**config.mk**
```make
export PLATFORM = sky130hd
export DESIGN_NAME = dmem_master
export DESIGN_NICKNAME = d
export VERILOG_FILES = /design/src/rtl/dmem_pkg.sv /design/src/rtl/dmem_master.sv
export SDC_FILE = /design/constraint.sdc
export NUM_CORES = 1
export LEC_CHECK = 0
export ABC_AREA = 1
export CAP_MARGIN = 20
export CORE_MARGIN = 2
export CORE_UTILIZATION = 35
export DETAILED_ROUTE_END_ITERATION = 16
export SETUP_SLACK_MARGIN = 0.1
export SLEW_MARGIN = 40
export SYNTH_ARGS = -nofsm -noshare
export SYNTH_HDL_FRONTEND = slang
export SYNTH_SLANG_ARGS = --single-unit
```
**constraint.sdc**
```tcl
create_clock -name Clk -period 2.7 [get_ports Clk]
set_clock_uncertainty 0.05 [all_clocks]
set_input_delay 0.54 -clock Clk [delete_from_list [all_inputs] [get_ports Clk]]
set_output_delay 0.54 -clock Clk [all_outputs]
set_load 0.03 [all_outputs]
```
**src/rtl/dmem_pkg.sv**
```systemverilog
// Shared types and default sizes for the data-memory initiator.
package dmem_pkg;

    localparam int unsigned DMEM_W = 8;
    localparam int unsigned DMEM_A = 8;

    typedef enum logic [1:0] {
        OP_LOAD  = 2'b00,
        OP_STORE = 2'b01,
        OP_COPY  = 2'b10,
        OP_RSVD  = 2'b11
    } op_t;

    typedef enum logic [1:0] {
        IDLE    = 2'b00,
        ACCESS  = 2'b01,
        COPY_RD = 2'b10,
        COPY_WR = 2'b11
    } state_t;

    // Only a store writes during ACCESS; the reserved opcode behaves as a load.
    function automatic logic op_is_store(input op_t op);
        return (op == OP_STORE);
    endfunction

endpackage

```
**src/rtl/dmem_master.sv**
```systemverilog
// Initiator for the data memory port: load, store and ascending block copy
// driven through a two-process FSM, one response pulse per accepted request.
module dmem_master
    import dmem_pkg::*;
#(
    parameter int unsigned W = DMEM_W,
    parameter int unsigned A = DMEM_A
) (
    input  logic         Clk,
    input  logic         Reset,
    input  logic         ReqValid,
    output logic         ReqReady,
    input  logic [1:0]   ReqOp,
    input  logic [A-1:0] ReqAddr,
    input  logic [A-1:0] ReqOffset,
    input  logic [A-1:0] ReqDst,
    input  logic [A-1:0] ReqLen,
    input  logic [W-1:0] ReqData,
    output logic         RspValid,
    output logic [W-1:0] RspData,
    output logic         Busy,
    output logic         MemWriteEn,
    output logic [A-1:0] MemAddress,
    output logic [A-1:0] MemOffset,
    output logic [W-1:0] MemDataIn,
    input  logic [W-1:0] MemDataOut
);

    state_t       r_state;
    state_t       w_next_state;
    op_t          r_op;
    op_t          w_req_op;
    logic [A-1:0] r_addr;
    logic [A-1:0] r_offset;
    logic [A-1:0] r_dst;
    logic [A-1:0] r_len;
    logic [A-1:0] r_idx;
    logic [A-1:0] w_idx_next;
    logic         w_last;
    logic [W-1:0] r_data;
    logic [W-1:0] r_buf;
    logic         r_rsp_valid;
    logic [W-1:0] r_rsp_data;
    logic         w_accept;
    logic         w_ready;

    // Ready is held low while Reset is asserted so nothing is taken during reset.
    assign w_ready    = (r_state == IDLE) && !Reset;
    assign w_accept   = ReqValid && w_ready;
    assign w_req_op   = op_t'(ReqOp);
    assign w_idx_next = r_idx + {{(A-1){1'b0}}, 1'b1};
    assign w_last     = (w_idx_next == r_len);

    assign ReqReady = w_ready;
    assign Busy     = (r_state != IDLE);
    assign RspValid = r_rsp_valid;
    assign RspData  = r_rsp_data;

    // State register; async reset aborts any operation in flight.
    always_ff @(posedge Clk or posedge Reset) begin
        if (Reset) begin
            r_state <= IDLE;
        end else begin
            r_state <= w_next_state;
        end
    end

    // Next-state logic; a zero-length copy completes without leaving IDLE.
    always_comb begin
        w_next_state = r_state;
        case (r_state)
            IDLE: begin
                if (w_accept) begin
                    case (w_req_op)
                        OP_LOAD:  w_next_state = ACCESS;
                        OP_STORE: w_next_state = ACCESS;
                        OP_RSVD:  w_next_state = ACCESS;
                        OP_COPY: begin
                            if (ReqLen != {A{1'b0}}) begin
                                w_next_state = COPY_RD;
                            end else begin
                                w_next_state = IDLE;
                            end
                        end
                        default:  w_next_state = IDLE;
                    endcase
                end else begin
                    w_next_state = IDLE;
                end
            end
            ACCESS:  w_next_state = IDLE;
            COPY_RD: w_next_state = COPY_WR;
            COPY_WR: begin
                if (w_last) begin
                    w_next_state = IDLE;
                end else begin
                    w_next_state = COPY_RD;
                end
            end
            default: w_next_state = IDLE;
        endcase
    end

    // Memory port drive, decoded from state so write-enable falls with reset.
    always_comb begin
        MemWriteEn = 1'b0;
        MemAddress = {A{1'b0}};
        MemOffset  = {A{1'b0}};
        MemDataIn  = {W{1'b0}};
        case (r_state)
            ACCESS: begin
                MemAddress = r_addr;
                MemOffset  = r_offset;
                if (op_is_store(r_op)) begin
                    MemWriteEn = 1'b1;
                    MemDataIn  = r_data;
                end else begin
                    MemWriteEn = 1'b0;
                    MemDataIn  = {W{1'b0}};
                end
            end
            COPY_RD: begin
                MemAddress = r_addr + r_idx;
            end
            COPY_WR: begin
                MemAddress = r_dst + r_idx;
                MemWriteEn = 1'b1;
                MemDataIn  = r_buf;
            end
            default: begin
                MemWriteEn = 1'b0;
            end
        endcase
    end

    // Request capture, copy index/buffer and the registered response.
    always_ff @(posedge Clk or posedge Reset) begin
        if (Reset) begin
            r_op        <= OP_LOAD;
            r_addr      <= {A{1'b0}};
            r_offset    <= {A{1'b0}};
            r_dst       <= {A{1'b0}};
            r_len       <= {A{1'b0}};
            r_data      <= {W{1'b0}};
            r_idx       <= {A{1'b0}};
            r_buf       <= {W{1'b0}};
            r_rsp_valid <= 1'b0;
            r_rsp_data  <= {W{1'b0}};
        end else begin
            r_rsp_valid <= 1'b0;
            case (r_state)
                IDLE: begin
                    if (w_accept) begin
                        r_op     <= w_req_op;
                        r_addr   <= ReqAddr;
                        r_offset <= ReqOffset;
                        r_dst    <= ReqDst;
                        r_len    <= ReqLen;
                        r_data   <= ReqData;
                        r_idx    <= {A{1'b0}};
                        if ((w_req_op == OP_COPY) && (ReqLen == {A{1'b0}})) begin
                            r_rsp_valid <= 1'b1;
                            r_rsp_data  <= {W{1'b0}};
                        end
                    end
                end
                ACCESS: begin
                    r_rsp_valid <= 1'b1;
                    if (op_is_store(r_op)) begin
                        r_rsp_data <= r_data;
                    end else begin
                        r_rsp_data <= MemDataOut;
                    end
                end
                COPY_RD: begin
                    r_buf <= MemDataOut;
                end
                COPY_WR: begin
                    r_idx <= w_idx_next;
                    if (w_last) begin
                        r_rsp_valid <= 1'b1;
                        r_rsp_data  <= W'(r_len);
                    end
                end
                default: begin
                    r_idx <= {A{1'b0}};
                end
            endcase
        end
    end

endmodule

```
==> flow_summary.toml <==
[placement]
gp_congestion = 0.827
dp_hpwl_mm = 7.44
place_inst = 708
io_buffers = 88
placed_area_um2 = 4830

[setup_path]
required_ns = 2.11
path_class = "reg -> out"
critPathLaunchType = "register"
crit_buf_inv = 3
critical_path.endpoint_type = "output pin"
cp_common_cell = "nand2_2"
max_stage_delay_ns = 0.43
arrival_ns = 2.43
path_cells = "nand2_4, nand2_2, o21ai_2, ha_2, inv_2, fa_2, inv_2, nand3_2, nand2_2, nand2_2, nand2_2, a21oi_2, xor2_1, o21ai_2, buf_6"
crit_family = "adder cells"
cp_slowest_cell = "dfrtp_2"
path_max_fanout = 6

[routing]
post_drt_wl_per_cell_um = 14.1
via_per_inst = 4.83
drt-total-wl_mm = 10.3
first_iter_violations = 135
drt_first_pass_iters = 5
postRouteAntennaNets = 0
drc = 0
num_vias = 3542

[min_path]
hold_class = "reg -> reg"

[yosys]
synthesis.instances = 489
synth_edf_count = 0
synth-seq-cells = 69
syn-cell-area_um2 = 3760
ys_types = 33
postSynth.asyncResetShare_pct = 100
ys_seq_area_share_pct = 45.9
syn_area_per_cell_um2 = 7.69
syn_nets = 551
yosys_warnings = 0
synth_top_flop_cell = "dfrtp_1"

[timing]
slew_viol_final = 0
worst_pin_slew_ns = 0.478
maxSlewHeadroom_pct = 68.1
max_freq_mhz = 331
fin_crit_ns = 3.02
setup_viol = 6
rsz0062_at_grt = "true"
timing.final.ws_setup_ns = -0.322
report.final.hold_viol_count = 0
period_share_pct = 112

[run_status]
status = "complete, but fails checks"
violations = "negative setup slack"

[final_layout]
area.growth.synth_to_final_pct = 38.4
nets = 655
final_layout_size_suffix_gt1_share_pct = 19.8
post-route-cell-area_um2 = 5200
fin_cells = 733
n_antenna_cell = 0

[grt]
grt_use_total_pct = 18.2
grt_max_degree = 51
grt_pass1_wl_mm = 16.6
overflow = 0
grt_pass1_vias = 3449
antenna_found_initial = 0

[floorplan]
die_width_um = 108
dieHeight_um = 108
die_area_um2 = 11600
boundaryPins = 89
rows = 37
core_area_um2 = 10400
start_util_pct = 36.3

[cts]
cts.sinks = 69
cts-buffers-inserted = 9
clkLatencyLatePin_ns = 0.35
cts_max_level = 3
cts_tree = "built"
clock-root-buffer = "clkbuf_8"
max-clock-path-buffers = 2
cts.clk_slew.worst_paths_ns = 0.07

[pwr]
ir_drop_v = 0.000525
total_leakage_power_nw = 2.56
power_density_nw_per_um2 = 1210

[flow_run]
drv_cap = 0
## where the power goes
group | internal (mW) | total (mW) | switching, mW
combinational | 1.52 | 3.72 | 2.21
clock | 0.324 | 0.728 | 0.404
sequential | 1.52 | 1.82 | 0.305
total | 3.36 | 6.27 | 2.91
## metrics by stage
step	total power, mW	hold slack (ns)	setup TNS, ns	worst slack, ns	utilization, %
6_report	6.27	0.431	-1.12	-0.322	50.2
5_1_grt	6.74	0.457	-1.79	-0.440	50.2
4_1_cts	6.04	0.435	-1.07	-0.307	48.9
3_5_place_dp	5.13	0.416	0	0.0221	46.6
3_3_place_gp	5.08	0.413	0	0.0616	46.6
2_1_floorplan	3.99	0.394	-0.194	-0.194	-
## cells in the final DEF (no fill, tap or decap), drive strengths merged, types with 2 or more instances in the layout
cell and instances:
nand2 184, dfrtp 69, inv 64, clkdlybuf4s50 62
o21ai 58, buf 43, nand3 29, nor2 28
clkbuf 10, a21oi 8, ha 8, clkinv 7
o221ai 6, o22ai 6, xor2 4, nand4 3
o211ai 2, dlymetal6s2s 2
## cells in the mapped netlist, drive strengths merged, types with 2 or more instances
| cell type | n | area, um2 |
|---|---|---|
| o22ai | 6 | 37.5 |
| nand2 | 184 | 729 |
| nand3 | 29 | 170 |
| dfrtp | 69 | 1730 |
| o221ai | 6 | 52.6 |
| clkinv | 2 | 7.51 |
| clkbuf | 9 | 33.8 |
| ha | 8 | 100 |
| buf | 6 | 38.8 |
| o211ai | 2 | 15.0 |
| a21oi | 8 | 55.1 |
| inv | 64 | 243 |
| o21ai | 58 | 290 |
| nor2 | 28 | 169 |
| nand4 | 3 | 18.8 |
| xor2 | 4 | 35.0 |
## registers in the layout, indices dropped and copies added (netlist names)
register  cells
r_dst         8
r_state       2
RspValid      1
r_data        8
r_idx         8
r_op          2
RspData       8
r_addr        8
r_buf         8
r_offset      8
r_len         8
## worst reg2reg max path: cells and delay by family, from the launching register on
family                 cells  cell delay [ns]
buffers and inverters      5             0.86
AND/OR/NAND/NOR            4             0.53
flip-flops                 1             0.41
AO/OA/AOI/OAI              1             0.10
## repair_timing
action / 4_1_cts / 5_1_grt
pin swaps: 21 / 20
hold buffers: 0 / 0
resized for setup: 18 / 26
hold endpoints to repair: 0 / 0
buffers inserted: 6 / 4
setup endpoints to repair: 8 / 9
## kinds of logic after synthesis
logic type / Yosys count / share of synthesized area (%)
flops: 69 / 45.9
xor+xnor: 4 / 0.932
compound gates: 81 / 12.2
buf+inv: 81 / 8.59
fa+ha+maj: 9 / 3.19
simple gates: 245 / 29.2
## cell type report
class                      count  area, um2
clock buffer                  10        128
clock inverter                 5       28.8
fill                        1012       5170
inverter                      66        250
multi-input combinational    339       1850
sequential                    69       1730
tap                          136        170
timing repair buffer         108       1050
## worst paths after layout
path                       startpoint       endpoint  slack (ns)  cells after the start
setup / recovery           r_state[0]  MemAddress[6]       -0.32                     15
max in group asynchronous       Reset       r_idx[6]        1.44                      3
min in group asynchronous       Reset    r_offset[4]        0.61                      2
hold / removal                r_op[0]        r_op[0]        0.43                      2
hold reg to reg               r_op[0]        r_op[0]        0.43                      2
setup reg to reg           r_state[1]       r_dst[0]        0.68                     10
## layer usage
metal	global-route usage (%)	wire length (um)	up-vias
met3	2.12	402	13
met4	6.59	179	0
met2	29.4	5060	73
met5	0	0	-
li1	-	-	1754
met1	25.2	4690	1702
Note: power is estimated with default switching activity, not from simulation.
